==> src/rtl/soc_rst_seq_if.sv <==
// Board/VIO reset inputs and sequenced reset/status outputs of soc_rst_seq.
// The sequencer owns the slave side; the board/VIO glue owns the master side.
interface soc_rst_seq_if;
  logic       btn_rst_ni;
  logic       vio_rst_i;
  logic       mmcm_locked_i;
  logic       calib_done_i;
  logic       dram_axi_rst_no;
  logic       soc_rst_no;
  logic       calib_timeout_o;
  logic [2:0] state_o;
  logic [7:0] rst_count_o;

  modport master (
    output btn_rst_ni,
    output vio_rst_i,
    output mmcm_locked_i,
    output calib_done_i,
    input  dram_axi_rst_no,
    input  soc_rst_no,
    input  calib_timeout_o,
    input  state_o,
    input  rst_count_o
  );

  modport slave (
    input  btn_rst_ni,
    input  vio_rst_i,
    input  mmcm_locked_i,
    input  calib_done_i,
    output dram_axi_rst_no,
    output soc_rst_no,
    output calib_timeout_o,
    output state_o,
    output rst_count_o
  );
endinterface

==> src/rtl/soc_rst_seq.sv <==
// FPGA reset sequencer: releases the DRAM AXI reset, waits for MIG
// calibration, then releases the SoC reset after a fixed gap.
module soc_rst_seq #(
  parameter int SyncStages      = 2,
  parameter int DebounceCycles  = 50000,
  parameter int HoldCycles      = 16,
  parameter int DramToSocCycles = 64,
  parameter int CalibTimeout    = 10000000
) (
  input logic          clk_i,
  input logic          rst_i,
  soc_rst_seq_if.slave io
);

  localparam int DebW =
    (DebounceCycles > 1) ? $clog2(DebounceCycles) : 1;
  localparam int HoldW =
    (HoldCycles > 1) ? $clog2(HoldCycles) : 1;
  localparam int GapW =
    (DramToSocCycles > 1) ? $clog2(DramToSocCycles) : 1;
  localparam int CalW =
    (CalibTimeout > 1) ? $clog2(CalibTimeout) : 1;

  localparam logic [DebW-1:0] DebMax =
    DebW'(DebounceCycles - 1);
  localparam logic [HoldW-1:0] HoldMax =
    HoldW'(HoldCycles - 1);
  localparam logic [GapW-1:0] GapMax =
    GapW'(DramToSocCycles - 1);
  localparam logic [CalW-1:0] CalMax =
    CalW'(CalibTimeout - 1);

  typedef enum logic [2:0] {
    ST_ASSERT     = 3'd0,
    ST_WAIT_LOCK  = 3'd1,
    ST_REL_DRAM   = 3'd2,
    ST_WAIT_CALIB = 3'd3,
    ST_GAP        = 3'd4,
    ST_RUN        = 3'd5,
    ST_ERROR      = 3'd6
  } state_e;

  logic [SyncStages-1:0] btn_sync_q, btn_sync_d;
  logic [SyncStages-1:0] lock_sync_q, lock_sync_d;
  logic [SyncStages-1:0] cal_sync_q, cal_sync_d;

  logic            btn_deb_q, btn_deb_d;
  logic [DebW-1:0] deb_cnt_q, deb_cnt_d;

  state_e           state_q, state_d;
  logic [HoldW-1:0] hold_q, hold_d;
  logic [CalW-1:0]  cal_q, cal_d;
  logic [GapW-1:0]  gap_q, gap_d;
  logic             tmo_q, tmo_d;
  logic [7:0]       count_q, count_d;
  logic             dram_q, dram_d;
  logic             soc_q, soc_d;

  logic btn_sync;
  logic locked_sync;
  logic calib_sync;
  logic req;

  assign btn_sync    = btn_sync_q[SyncStages-1];
  assign locked_sync = lock_sync_q[SyncStages-1];
  assign calib_sync  = cal_sync_q[SyncStages-1];

  always_comb begin
    btn_sync_d  = {btn_sync_q[SyncStages-2:0], io.btn_rst_ni};
    lock_sync_d = {lock_sync_q[SyncStages-2:0], io.mmcm_locked_i};
    cal_sync_d  = {cal_sync_q[SyncStages-2:0], io.calib_done_i};
  end

  // Counter only runs while the synced level disagrees with the debounced one
  always_comb begin
    btn_deb_d = btn_deb_q;
    deb_cnt_d = '0;
    if (btn_sync != btn_deb_q) begin
      if (deb_cnt_q == DebMax) begin
        btn_deb_d = btn_sync;
      end else begin
        deb_cnt_d = deb_cnt_q + 1'b1;
      end
    end
  end

  assign req = ~btn_deb_q | io.vio_rst_i | ~locked_sync;

  always_comb begin
    state_d = state_q;
    hold_d  = hold_q;
    cal_d   = cal_q;
    gap_d   = gap_q;
    tmo_d   = tmo_q;
    count_d = count_q;
    if (req && (state_q != ST_ASSERT)) begin
      state_d = ST_ASSERT;
      hold_d  = '0;
      cal_d   = '0;
      gap_d   = '0;
      tmo_d   = 1'b0;
    end else begin
      unique case (state_q)
        ST_ASSERT: begin
          if (hold_q != HoldMax) begin
            hold_d = hold_q + 1'b1;
          end else if (!req) begin
            state_d = ST_WAIT_LOCK;
            hold_d  = '0;
          end
        end
        ST_WAIT_LOCK: begin
          if (locked_sync) state_d = ST_REL_DRAM;
        end
        ST_REL_DRAM: begin
          state_d = ST_WAIT_CALIB;
          cal_d   = '0;
        end
        ST_WAIT_CALIB: begin
          if (calib_sync) begin
            state_d = ST_GAP;
            cal_d   = '0;
            gap_d   = '0;
          end else if (cal_q == CalMax) begin
            state_d = ST_ERROR;
            cal_d   = '0;
            tmo_d   = 1'b1;
          end else begin
            cal_d = cal_q + 1'b1;
          end
        end
        ST_GAP: begin
          if (gap_q == GapMax) begin
            state_d = ST_RUN;
            gap_d   = '0;
            if (count_q != 8'hff) count_d = count_q + 8'd1;
          end else begin
            gap_d = gap_q + 1'b1;
          end
        end
        ST_RUN:   state_d = ST_RUN;
        ST_ERROR: state_d = ST_ERROR;
        default:  state_d = ST_ASSERT;
      endcase
    end
    // Outputs decode the next state so they leave the flops glitch-free
    dram_d = (state_d != ST_ASSERT) && (state_d != ST_WAIT_LOCK);
    soc_d  = (state_d == ST_RUN);
  end

  always_ff @(posedge clk_i) begin
    if (rst_i) begin
      btn_sync_q  <= '1;
      lock_sync_q <= '0;
      cal_sync_q  <= '0;
      btn_deb_q   <= 1'b1;
      deb_cnt_q   <= '0;
      state_q     <= ST_ASSERT;
      hold_q      <= '0;
      cal_q       <= '0;
      gap_q       <= '0;
      tmo_q       <= 1'b0;
      count_q     <= '0;
      dram_q      <= 1'b0;
      soc_q       <= 1'b0;
    end else begin
      btn_sync_q  <= btn_sync_d;
      lock_sync_q <= lock_sync_d;
      cal_sync_q  <= cal_sync_d;
      btn_deb_q   <= btn_deb_d;
      deb_cnt_q   <= deb_cnt_d;
      state_q     <= state_d;
      hold_q      <= hold_d;
      cal_q       <= cal_d;
      gap_q       <= gap_d;
      tmo_q       <= tmo_d;
      count_q     <= count_d;
      dram_q      <= dram_d;
      soc_q       <= soc_d;
    end
  end

  assign io.dram_axi_rst_no = dram_q;
  assign io.soc_rst_no      = soc_q;
  assign io.calib_timeout_o = tmo_q;
  assign io.state_o         = state_q;
  assign io.rst_count_o     = count_q;

endmodule

==> src/flat_wrapper.sv <==
// flat-port wrapper written by rule: the top's interface ports become plain ports
module soc_rst_seq_flat 
#(
  parameter int SyncStages      = 2,
  parameter int DebounceCycles  = 50000,
  parameter int HoldCycles      = 16,
  parameter int DramToSocCycles = 64,
  parameter int CalibTimeout    = 10000000
)
  (clk_i, rst_i, io_btn_rst_ni, io_vio_rst_i, io_mmcm_locked_i, io_calib_done_i, io_dram_axi_rst_no, io_soc_rst_no, io_calib_timeout_o, io_state_o, io_rst_count_o);
  soc_rst_seq_if io_i ();
  input logic clk_i;
  input logic rst_i;
  input wire logic [$bits(io_i.btn_rst_ni)-1:0] io_btn_rst_ni;
  input wire logic [$bits(io_i.vio_rst_i)-1:0] io_vio_rst_i;
  input wire logic [$bits(io_i.mmcm_locked_i)-1:0] io_mmcm_locked_i;
  input wire logic [$bits(io_i.calib_done_i)-1:0] io_calib_done_i;
  output wire logic [$bits(io_i.dram_axi_rst_no)-1:0] io_dram_axi_rst_no;
  output wire logic [$bits(io_i.soc_rst_no)-1:0] io_soc_rst_no;
  output wire logic [$bits(io_i.calib_timeout_o)-1:0] io_calib_timeout_o;
  output wire logic [$bits(io_i.state_o)-1:0] io_state_o;
  output wire logic [$bits(io_i.rst_count_o)-1:0] io_rst_count_o;
  assign io_i.btn_rst_ni = io_btn_rst_ni;
  assign io_i.vio_rst_i = io_vio_rst_i;
  assign io_i.mmcm_locked_i = io_mmcm_locked_i;
  assign io_i.calib_done_i = io_calib_done_i;
  assign io_dram_axi_rst_no = io_i.dram_axi_rst_no;
  assign io_soc_rst_no = io_i.soc_rst_no;
  assign io_calib_timeout_o = io_i.calib_timeout_o;
  assign io_state_o = io_i.state_o;
  assign io_rst_count_o = io_i.rst_count_o;
  soc_rst_seq #(.SyncStages(SyncStages), .DebounceCycles(DebounceCycles), .HoldCycles(HoldCycles), .DramToSocCycles(DramToSocCycles), .CalibTimeout(CalibTimeout)) u_core (.clk_i(clk_i), .rst_i(rst_i), .io(io_i));
endmodule
==> config.mk <==
export PLATFORM = sky130hd
export DESIGN_NAME = soc_rst_seq_flat
export DESIGN_NICKNAME = d
export VERILOG_FILES = /design/src/rtl/soc_rst_seq_if.sv /design/src/rtl/soc_rst_seq.sv /design/src/flat_wrapper.sv
export SDC_FILE = /design/constraint.sdc
export NUM_CORES = 1
export LEC_CHECK = 0
export ABC_AREA = 0
export CORE_MARGIN = 10
export CORE_UTILIZATION = 57
export CTS_CLUSTER_SIZE = 28
export DETAILED_ROUTE_END_ITERATION = 16
export PLACE_DENSITY = 0.77
export REMOVE_ABC_BUFFERS = 1
export SETUP_SLACK_MARGIN = 0.05
export SLEW_MARGIN = 20
export SYNTH_ARGS = -nofsm -noshare
export SYNTH_HDL_FRONTEND = slang
export SYNTH_SLANG_ARGS = --single-unit
==> constraint.sdc <==
create_clock -name clk_i -period 3.3 [get_ports clk_i]
set_clock_uncertainty 0.2 [all_clocks]
set_input_delay 0.66 -clock clk_i [delete_from_list [all_inputs] [get_ports clk_i]]
set_output_delay 0.66 -clock clk_i [all_outputs]
set_load 0.005 [all_outputs]
==> impl_results.md <==
* Footprint of the multi-input gates at ~1800 µm²
* GR Layer Usage met1 at between 10% and 20%
* First-pass GRT wire length at 11700 µm
* Leak at 1.36 nW
* Die span in y at a little under 100 µm
* Setup-failing EPs final at 0
* Final non-filler cell total at 493
* Clock Tree Buf Depth at 2
* Power density cells at ~470 nW/µm²
* Largest net degree at the start of global routing at 16
* Dpl cells at 477
* VDD IR max at 0.351 mV
* Largest family of logic cells by synthesized area: simple AND/OR/NAND/NOR gates
* FFs w/ async S/R, synth at 0%
* GRT Util Overall at roughly 15%
* Final min period at between 2000 and 3000 ps
* Post-CTS Hold Fix Bufs at 0
* Class of the worst hold path: reg2reg
* Post-Synth Simple-Gate Area at 33.7%
* Port Buf Inserts at 19
* Synth Area in XOR/XNOR at 9.41%
* Top FF cell, synth: dfxtp_1
* Count of different cell masters after synthesis at 53
* WL per Instance at 14.0 µm
* Sequential Area at 1420 µm²
* Core area at 5610 µm²
* Die area at 9350 µm²
* 1st-iter DRT viols at 137
* Synth Area in Compound Gates at about 8.8%
* Register area share after synthesis at between 40% and 50%
* Antenna cell count at 0
* Hpwl dp at 4860 µm
* # rows at 27
* Kind of critical path: reg2reg
* Adder-cell share of the synthesized area at 1.87%
* RSZ-0062 raised after global routing: false
* Critical path required time at around 3300 ps
* CTS Root Cell: clkbuf_8
* Grt ovf at 0
* CTS Buf Count at 9
* Top Usage Layer GRT: met2
* Filler cells at slightly below 500
* Yosys top cell by area: dfxtp_1
* DR vias at approximately 2800
* Area grow syn2layout at 15.4%
* Final hold viol count at 0
* Slew HR at 55.8%
* Synth Cell Area at 3350 µm²
* Synthesized flop and latch total at 71
* Status: finished, final reports clean
* Startpoint types: flip-flop
* Fin nets at 427
* Later-pin clock latency in the skew report at around 360 ps
* Starting Density at 59.8%
* Max-cap violation count at 0
* Met3 Use GR at 6.74%
* DRC at 0
* Vias per cell at 5.69
* Most common cell after layout, fill and taps aside: dfxtp_1
* Top-area cell type share of the netlist area at 42.4%
* Syn. warnings at 0
* M2 GR Usage at ~24%
* Postcts setup bufs at 0
* Post-route ant nets at 0
* Post-synth EDFFs at 0
* Sum of negative setup slack at 0 ps
* Peak Freq at approximately 0.40 GHz
* Post-synthesis mux area share at 1.19%
* CP Capture Type: flip-flop
* Die Wd at ~97 µm
* Initial antenna violation count at 0
* Reg clk slew, reported paths at roughly 70 ps
* # H-tree levels at 3
* WP data arrival at 2530 ps
* Routed WL at 6910 µm
* Pins Over Slew Limit at 0
* Worst-Margin Slew at between 600 and 700 ps
* Pre-antenna DRT Iters at 4
* Post-Syn Instances at ~400
* Core Util, Final at 68.9%
* Post-CTS resize count at 0
* Most frequent cells in the layout: dfxtp_1 (71), nor2_1 (68), nand2_1 (32)
* Synth area leaders: dfxtp_1 (42%), nor2_1 (7.6%), xor2_1 (5.8%)
* Worst-path fanout max at 15
* Clock Sinks at 71
* Post-Syn Area per Cell at 8.48 µm²
* GP Congestion at a little under 0.9
* CTS tree: yes
* Vias in the first global route at 2657
* Ratio of cells with drive above 1 in the final layout at 7.36%
* I/O pin count at 20
* Final worst-path cycle share at between 70% and 80%
==> sequential cells by signal, summed over array words and instances (netlist names) <==
signal	count
u_core.deb_cnt_q	16
u_core.io.rst_count_o	8
u_core.hold_q	4
u_core.btn_sync_q	2
u_core.btn_deb_q	1
u_core.cal_sync_q	2
u_core.io.dram_axi_rst_no	1
u_core.io.soc_rst_no	1
u_core.io.calib_timeout_o	1
u_core.io.state_o	3
u_core.gap_q	6
u_core.cal_q	24
u_core.lock_sync_q	2
==> synth_stat cells (all sizes together) (5+ instances only) <==
cell type / instances
nand4: 18
or2: 5
a31oi: 9
dfxtp: 71
a21oi: 14
nor2: 68
and3: 8
xor2: 22
xnor2: 14
nand3: 21
o21ai: 9
nor3: 9
nor2b: 7
clkbuf: 10
ha: 5
inv: 7
nand2: 32
and4: 8
==> critical path, cell delays in order (launching register included) <==
cell and delay, ps:
dfxtp_1 360, or4b_2 730, nor3_1 290, a21oi_1 130, o21ai_2 540, nor2_1 120
==> layer usage <==
layer,wire [µm],share of wire [%]
met1,3100,45
met2,3400,49
met3,324,4.7
met4,89,1.3
met5,0,0
==> cells by family after synthesis <==
family,count (synthesis)
AO/OA/AOI/OAI,48
XOR/XNOR,36
adder cells (fa/ha/maj),5
buffers and inverters,20
flip-flops,71
multiplexers,4
AND/OR/NAND/NOR,211
==> area by class of cell <==
class | instances | area share, %
clock inverters | 6 | 3.43
clock buffers | 10 | 3.30
inverters | 7 | 0.680
multi-input cells | 304 | 47.8
repair buffers | 23 | 5.70
flip-flops and latches | 71 | 36.8
well taps | 72 | 2.33
==> per-stage QoR <==
step | cell area, µm² | hold slack [ps] | setup slack [ps] | power [mW]
floorplan | 3290 | 189 | 929 | 0.907
global placement | 3600 | 193 | 541 | 0.926
detailed placement | 3600 | 204 | 478 | 0.927
CTS | 3860 | 226 | 456 | 1.83
global route | 3870 | 239 | 684 | 1.87
finish | 3870 | 223 | 786 | 1.82
==> report_power, final <==
group / internal, mW / switching (mW) / leakage (nW)
registers: 0.863 / 0.00506 / 0.574
logic: 0.0172 / 0.0225 / 0.655
clock network: 0.577 / 0.331 / 0.126
total: 1.46 / 0.359 / 1.36
==> final timing paths <==
check	startpoint	end	slack, ps	cells after the start
setup / recovery	u_core.cal_q[13]	u_core.cal_q[15]	790	5
hold / removal	u_core.btn_sync_q[0]	u_core.btn_sync_q[1]	220	1
setup reg to reg	u_core.cal_q[13]	u_core.cal_q[15]	790	5
hold reg to reg	u_core.btn_sync_q[0]	u_core.btn_sync_q[1]	220	1
No activity file was read; power rests on OpenSTA's default activity.
